<file path="config.mk">
export PLATFORM = sky130hd
export DESIGN_NAME = load_store_unit
export DESIGN_NICKNAME = d
export VERILOG_FILES = /design/src/rtl/load_store_unit.sv
export SDC_FILE = /design/constraint.sdc
export NUM_CORES = 1
export LEC_CHECK = 0
export ABC_AREA = 1
export CORE_MARGIN = 3
export CORE_UTILIZATION = 45
export DETAILED_ROUTE_END_ITERATION = 10
export HOLD_SLACK_MARGIN = 0.15
export PLACE_DENSITY = 0.83
export SETUP_SLACK_MARGIN = 0.1
export SYNTH_ARGS = -nofsm -noshare
export SYNTH_HDL_FRONTEND = slang
export SYNTH_SLANG_ARGS = --single-unit
</file>
<file path="constraint.sdc">
create_clock -name clk -period 9 [get_ports clk]
set_input_delay 1.35 -clock clk [delete_from_list [all_inputs] [get_ports clk]]
set_output_delay 1.35 -clock clk [all_outputs]
set_load 0.005 [all_outputs]
</file>
<file path="src/rtl/load_store_unit.sv">
// Load/store unit: accepts one RV32I load or store request, validates funct3,
// alignment and address range, performs a single-cycle RAM access and returns
// an extended load result or an error code through a valid/ready response.
//
// Ports:
//   clk, resetn                 rising-edge clock, async active-low reset
//   req_valid/req_ready         request handshake (ready only in IDLE)
//   req_we, req_funct3          store/load select and access size/sign
//   req_addr, req_wdata         byte address and right-aligned store data
//   resp_valid/resp_ready       response handshake
//   resp_rdata, resp_err        extended load data, error code
//   mem_wr_*, mem_by_wlen       RAM write port (active in EXEC only)
//   mem_rd_*, mem_by_rlen       RAM read port (active in EXEC only)
//   mem_rd_data                 combinational RAM read data
module load_store_unit #(
  parameter logic [31:0] START_ADDRESS = 32'd0,
  parameter logic [31:0] STOP_ADDRESS  = 32'd1023
) (
  input  logic        clk,
  input  logic        resetn,
  input  logic        req_valid,
  output logic        req_ready,
  input  logic        req_we,
  input  logic [2:0]  req_funct3,
  input  logic [31:0] req_addr,
  input  logic [31:0] req_wdata,
  output logic        resp_valid,
  input  logic        resp_ready,
  output logic [31:0] resp_rdata,
  output logic [1:0]  resp_err,
  output logic [31:0] mem_wr_addr,
  output logic        mem_wr_en,
  output logic [31:0] mem_wr_data,
  output logic [1:0]  mem_by_wlen,
  output logic [31:0] mem_rd_addr,
  output logic        mem_rd_en,
  output logic [1:0]  mem_by_rlen,
  input  logic [31:0] mem_rd_data
);

  localparam logic [1:0] ERR_OK      = 2'b00;
  localparam logic [1:0] ERR_ILLEGAL = 2'b01;
  localparam logic [1:0] ERR_ALIGN   = 2'b10;
  localparam logic [1:0] ERR_RANGE   = 2'b11;

  typedef enum logic [1:0] {
    S_IDLE = 2'd0,
    S_EXEC = 2'd1,
    S_RESP = 2'd2
  } state_t;

  state_t      state_q, state_d;
  logic        we_q;
  logic [2:0]  f3_q;
  logic [31:0] addr_q;
  logic [31:0] wdata_q;
  logic [31:0] rdata_q;
  logic [1:0]  err_q;

  logic [1:0]  len_c;
  logic        illegal_c;
  logic        misaligned_c;
  logic        out_of_range_c;
  logic [32:0] last_c;
  logic [1:0]  err_c;
  logic [31:0] ext_c;

  // State register
  always_ff @(posedge clk or negedge resetn) begin
    if (!resetn) state_q <= S_IDLE;
    else         state_q <= state_d;
  end

  // Next-state logic
  always_comb begin
    state_d = state_q;
    case (state_q)
      S_IDLE:  if (req_valid)  state_d = S_EXEC;
      S_EXEC:                  state_d = S_RESP;
      S_RESP:  if (resp_ready) state_d = S_IDLE;
      default:                 state_d = S_IDLE;
    endcase
  end

  // Request decode; len_c doubles as (size - 1) for the range check
  always_comb begin
    case (f3_q[1:0])
      2'b01:   len_c = 2'b01;
      2'b10:   len_c = 2'b11;
      default: len_c = 2'b00;
    endcase
    if (we_q) illegal_c = f3_q[2] || (f3_q[1:0] == 2'b11);
    else      illegal_c = (f3_q[1:0] == 2'b11) || (f3_q[2] && f3_q[1]);
    misaligned_c = ((len_c == 2'b01) && addr_q[0]) ||
                   ((len_c == 2'b11) && (addr_q[1:0] != 2'b00));
    // 33-bit sum so that an access wrapping past 0xFFFFFFFF is out of range
    last_c = {1'b0, addr_q} + 33'(len_c);
    out_of_range_c = (addr_q < START_ADDRESS) || (last_c > {1'b0, STOP_ADDRESS});
    if (illegal_c)           err_c = ERR_ILLEGAL;
    else if (misaligned_c)   err_c = ERR_ALIGN;
    else if (out_of_range_c) err_c = ERR_RANGE;
    else                     err_c = ERR_OK;
  end

  // Load data extension
  always_comb begin
    case (f3_q)
      3'b000:  ext_c = {{24{mem_rd_data[7]}}, mem_rd_data[7:0]};
      3'b001:  ext_c = {{16{mem_rd_data[15]}}, mem_rd_data[15:0]};
      3'b100:  ext_c = {24'd0, mem_rd_data[7:0]};
      3'b101:  ext_c = {16'd0, mem_rd_data[15:0]};
      default: ext_c = mem_rd_data;
    endcase
  end

  // Output decode; memory strobes follow state so reset drops them at once
  always_comb begin
    req_ready   = 1'b0;
    resp_valid  = 1'b0;
    mem_wr_addr = 32'd0;
    mem_wr_en   = 1'b0;
    mem_wr_data = 32'd0;
    mem_by_wlen = 2'b00;
    mem_rd_addr = 32'd0;
    mem_rd_en   = 1'b0;
    mem_by_rlen = 2'b00;
    case (state_q)
      S_IDLE: req_ready = 1'b1;
      S_EXEC: begin
        if (err_c == ERR_OK) begin
          if (we_q) begin
            mem_wr_en   = 1'b1;
            mem_wr_addr = addr_q;
            mem_wr_data = wdata_q;
            mem_by_wlen = len_c;
          end else begin
            mem_rd_en   = 1'b1;
            mem_rd_addr = addr_q;
            mem_by_rlen = len_c;
          end
        end
      end
      S_RESP: resp_valid = 1'b1;
      default: ;
    endcase
  end

  assign resp_rdata = rdata_q;
  assign resp_err   = err_q;

  // Request capture in IDLE, result capture at the end of EXEC
  always_ff @(posedge clk or negedge resetn) begin
    if (!resetn) begin
      we_q    <= 1'b0;
      f3_q    <= 3'd0;
      addr_q  <= 32'd0;
      wdata_q <= 32'd0;
      rdata_q <= 32'd0;
      err_q   <= ERR_OK;
    end else begin
      if ((state_q == S_IDLE) && req_valid) begin
        we_q    <= req_we;
        f3_q    <= req_funct3;
        addr_q  <= req_addr;
        wdata_q <= req_wdata;
      end
      if (state_q == S_EXEC) begin
        err_q   <= err_c;
        rdata_q <= (!we_q && (err_c == ERR_OK)) ? ext_c : 32'd0;
      end
    end
  end

endmodule

</file>
# After elaboration in Yosys (flattened, before gate mapping)
# Index checks and enable logic that the tools add are counted.
# totals
reg_bits,104
input_bits,104
output_inout_bits,138
wordCells,70
# classes
addsub,1
magnitude_cmp,2
n_eq_ne,12
mux,33
n_reduce_logical,15
# ops
cell,count
$mux 32,10
$pmux 32 s4,1
$add 32x2->33,1
$gt 33x10->1 const B,1
$lt 32x1->1 const B,1
$mux 2,11
$mux 1,9
$eq 2x2->1 const B,4
$eq 2x1->1 const B,3
$eq 3x3->1 const B,2
$pmux 2 s3,1
$logic_and 1x1->1,5
$logic_not 2->1,2
$logic_or 1x1->1,4
$ne 2x2->1 const B,2
$pmux 2 s2,1
$eq 3x1->1 const B,1
$logic_not 3->1,1
$reduce_and 2->1,1
$reduce_bool 2->1,1
$logic_not 1->1,1

# Longest topological paths before layout
# logic_depth
word_depth,11
depth_mapped,19
mapped_depth_nobuf,18

# Least setup slack after synthesis
# No wires, ideal clock.
# synth_path
kind,register to output
start,reg f3_q[1]
end,out mem_wr_addr[10]
arrival_time_ns,2.828
t_required_ns,7.650
setup_slack_ns,4.822
stages_incl_launch_ff,20
n_path_buf,1
cell_sequence,dfrtp_1 -> inv_1 -> ha_1 -> ha_1 -> inv_1 -> fa_1 -> nor2_2 -> nand2_1 -> nor2_2 -> nand2_1 -> nand2_1 -> nand2_1 -> nor2_1 -> nand2_1 -> nor2_1 -> nand3_2 -> nor2_8 -> nand3_4 -> buf_6 -> nor2_1
# synth_between
elab_chain_len,11
elab_cells_between_ends,22
cone_classes,add/sub: 1; order compare: 1; eq/ne: 5; mux: 7; reduce/logical: 8
# synth_lines
element,line,text
from (decl),54,logic [2:0] f3_q;
from (signal assigned),163,f3_q <= req_funct3;
$eq 2x2->1 / $eq 2x1->1 (equally long branches),87,case (f3_q[1:0])
$pmux 2 s2,87,
$add 32x2->33,97,"last_c = {1'b0, addr_q} + 33'(len_c);"
$gt 33x10->1,98,"out_of_range_c = (addr_q < START_ADDRESS) || (last_c > {1'b0, STOP_ADDRESS});"
$logic_or 1x1->1,98,
$mux 2,101,else if (out_of_range_c) err_c = ERR_RANGE;
$mux 2,100,else if (misaligned_c) err_c = ERR_ALIGN;
$mux 2 (*),99,if (illegal_c) err_c = ERR_ILLEGAL;
$logic_not 2->1 (*),130,if (err_c == ERR_OK) begin
$mux 32 (*),130,
$mux 32 (*),127,case (state_q)
to (decl),31,"output logic [31:0] mem_wr_addr,"
# Every way passes the cells marked *; elsewhere a longest branch is shown, timed or not.

# Final worst setup path
# layout_path
start,reg f3_q[1]
end,out mem_wr_data[31]
# layout_between
elab_chain_len,11
elab_cells_between_ends,22
cone_classes,add/sub: 1; order compare: 1; eq/ne: 5; mux: 7; reduce/logical: 8
# layout_lines
element,line,text
$eq 2x2->1 / $eq 2x1->1 (equally long branches),87,
$pmux 2 s2,87,
$add 32x2->33,97,
$gt 33x10->1,98,
$logic_or 1x1->1,98,
$mux 2,101,
$mux 2,100,
$mux 2 (*),99,
$logic_not 2->1 (*),130,
$mux 32 (*),130,
$mux 32 (*),127,
to (decl),33,"output logic [31:0] mem_wr_data,"
# Marks and branches as above.

==> metrics.txt <==
Netlist Area Pre-Place 0.006033 mm^2; initial antenna violation count 0; layout cells sized above 1 approximately 3.6%; VDD IR max around 130 uV; post-synthesis register bit count about 100; hold buffers post-CTS 0; Placed Area 0.007929 mm^2; Fillers 1158; post-cts resize count 0; # diodes 0; Max Cap Viol 0; # Post-CTS Setup Buffers 0; Sequential Power Share roughly two fifths; Worst Hold Class reg -> reg; fin crit period 6.045 ns; gr ovfl total 0; drt first-iter violations 373; worst r2r src f3_q[1]$_DFFE_PN0P_; final net count 1138; DP HPWL between 10000 and 15000 um; Yosys warning count 0; Clock Skew 0.006516 ns; Post-Syn Instances approximately 850; Critical Path Fanout Max 46; Crit. Startpoint f3_q[1]$_DFFE_PN0P_; die area roughly 0.015 mm^2; Final Max Slew Viols 0; compound-cell area share of the yosys netlist 7.175%; post-route setup TNS 0 ns; hold_sp resp_rdata[14]$_DFFE_PN0P_; share of the synthesized area in the top cell type 43.14%; Leakage 3.914 nW; critical path's most frequent cell nor2_1; Post-Synth XOR/XNOR Area 0.8710%; crit path kind reg -> out; Worst Path Required approximately 7.7 ns; Syn Area/Cell 7.106 um^2; std cell rows 41; max frequency 165.4 MHz; internal power 1.069 mW; Clock Sink Count 104; most frequent cells in the layout nand2_1 (288), clkdlybuf4s50_1 (198), nor2_1 (111); boundary pin count between 200 and 250; via count 5673; port bufs 199; final setup fails 0; Longest Clk Path Bufs 2; drt total wl 16200 um; post-synthesis adder-cell area fraction 1.783%; CTS Buf Count 9; Tcrit/Tclk final 67.16%; router iterations before antenna repair 6; critical path endpoint category output port; CP Launch Type flip-flop; Critical Path AT 4.69 ns; Clock transition at path regs 0.07 ns; Die W 121.8 um; Die Y approximately 120 um; Async SR Flop Fraction 100.0%; sequential area share after synthesis 43.14%; number of synthesized flops with an enable pin 0; Fin. Hold Viols 0; Vias/cell 4.716; clock share of power 21.3%; most common cell after layout, fill and taps aside nand2_1; clock latency on the worst-skew pair 0.35 ns; htree depth 3; Post-Synth Simple-Gate Area 33.14%; area leader, netlist dfrtp_1; crit path cell chain inv_1 > ha_1 > ha_1 > inv_1 > fa_1 > nor2_2 > nand2_1 > nor2_1 > xor2_1 > nor2_1 > nand2_1 > nor2_1 > nand3_2 > nor2_8 > nand3_4 > nor2_1 > clkdlybuf4s50_1; core footprint 0.01288 mm^2; Netlist cell types 27; largest net degree at the start of global routing approximately 110; mux share of post-synthesis cell area 0%; Total GRT Usage 22.19%; RSZ-0062 raised after global routing false; largest cells by area after synthesis dfrtp_1 (43%), nand2_1 (18%), nor2_1 (6.9%); placer congestion estimate 0.9369; max_slew headroom between 30% and 40%; starting density of the core between 40% and 50%; number of global-route vias before repair 5396; Psw 0.7622 mW; Root Driver clkbuf_16; ys flop type dfrtp_1; global-route wire length before repair roughly 26000 um; Area Growth Syn to Fin 36.23%; CTS tree done; design area between 0.008 and 0.009 mm^2; wire per inst 13.47 um; Worst Max-Slew Pin Slew 1.029 ns; largest family of logic cells by synthesized area simple AND/OR/NAND/NOR gates; DRC Markers 0; status finished clean; PnR Total Power 1.832 mW; Routed Antenna Nets 0; Sw Share 41.61%; PwrDens 222.9 mW/mm^2; combinational share of power 38.0%; delay of the slowest cell on the worst path ~0.54 ns; CP max stage cell nand3_4
-- critical path: cells and delay by family, from the launching register on --
kind | cells | cell delay (ns)
AND/OR/NAND/NOR | 10 | 2.26
adder cells (fa/ha/maj) | 3 | 0.88
XOR/XNOR | 1 | 0.09
buffers and inverters | 3 | 0.70
flip-flops | 1 | 0.40
-- cell families after synthesis --
logic type | Yosys count
DFF | 104
and+or+nand+nor | 473
AOI/OAI and AO/OA | 86
other | 1
buffers and inverters | 171
adders and majority gates | 8
xor gates and xnor gates | 6
-- power by group through the flow --
| stage | Combinational, mW | Clock [mW] | Sequential, mW |
|---|---|---|---|
| final | 0.697 | 0.391 | 0.744 |
| after global routing | 0.813 | 0.421 | 0.765 |
| after CTS | 0.702 | 0.403 | 0.744 |
| after detailed placement | 0.699 | 0 | 0.749 |
| after global placement | 0.691 | 0 | 0.744 |
| after floorplan | 0.515 | 0 | 0.707 |
-- metrics by stage --
step	setup slack [ns]	util (%)	hold WS [ns]	instances
2_1_floorplan	4.822	-	0.4730	890
3_3_place_gp	3.448	61.58	0.4619	1187
3_5_place_dp	3.355	61.58	0.4649	1187
4_1_cts	2.930	63.83	0.4833	1203
5_1_grt	2.438	63.83	0.5035	1203
6_report	2.955	63.83	0.4814	1203
-- cell type report --
class                           instances  area (um^2)  share of cell area [%]
Clock buffer                           12        236.5                   2.877
Inverter                               95        356.6                   4.339
Multi-Input combinational cell        615         2750                   33.46
Clock inverter                          4        53.80                  0.6546
Tap cell                              172        215.2                   2.618
Timing Repair Buffer                  201         2004                   24.39
Sequential cell                       104         2603                   31.66
-- synthesized netlist by cell type (2+ instances only) --
library cell	number
buf_4	42
buf_6	4
xor2_1	5
dfrtp_1	104
ha_1	7
nand4_1	33
o21ai_0	80
clkinv_1	3
nand3b_1	12
nor2_1	111
clkbuf_1	25
nand3_2	2
nor2_2	16
inv_1	92
nand2_1	288
nand3_1	8
buf_2	4
a21oi_1	4
-- sequential cells by signal, indices dropped and copies added (netlist names) --
register	flops
f3_q	3
wdata_q	32
we_q	1
resp_rdata	32
addr_q	32
state_q	2
resp_err	2
-- worst paths after layout --
path / to / depth (start not counted) / slack (ns)
setup / recovery: mem_wr_data[31] / 17 / 2.96
hold / removal: resp_rdata[14]$_DFFE_PN0P_ / 2 / 0.48
setup reg to reg: resp_rdata[4]$_DFFE_PN0P_ / 16 / 5.69
hold reg to reg: resp_rdata[14]$_DFFE_PN0P_ / 2 / 0.48
max in group asynchronous: resp_rdata[2]$_DFFE_PN0P_ / 2 / 6.84
min in group asynchronous: wdata_q[19]$_DFFE_PN0P_ / 1 / 0.97
-- per-layer routing --
metal	global-route usage [%]	share of wire [%]	wire length, um
met5	0	0	0
met4	6.443	1.8	284
met3	5.710	7.0	1140
met2	34.77	46	7427
met1	30.54	45	7346
(Power assumes the default switching activity.)
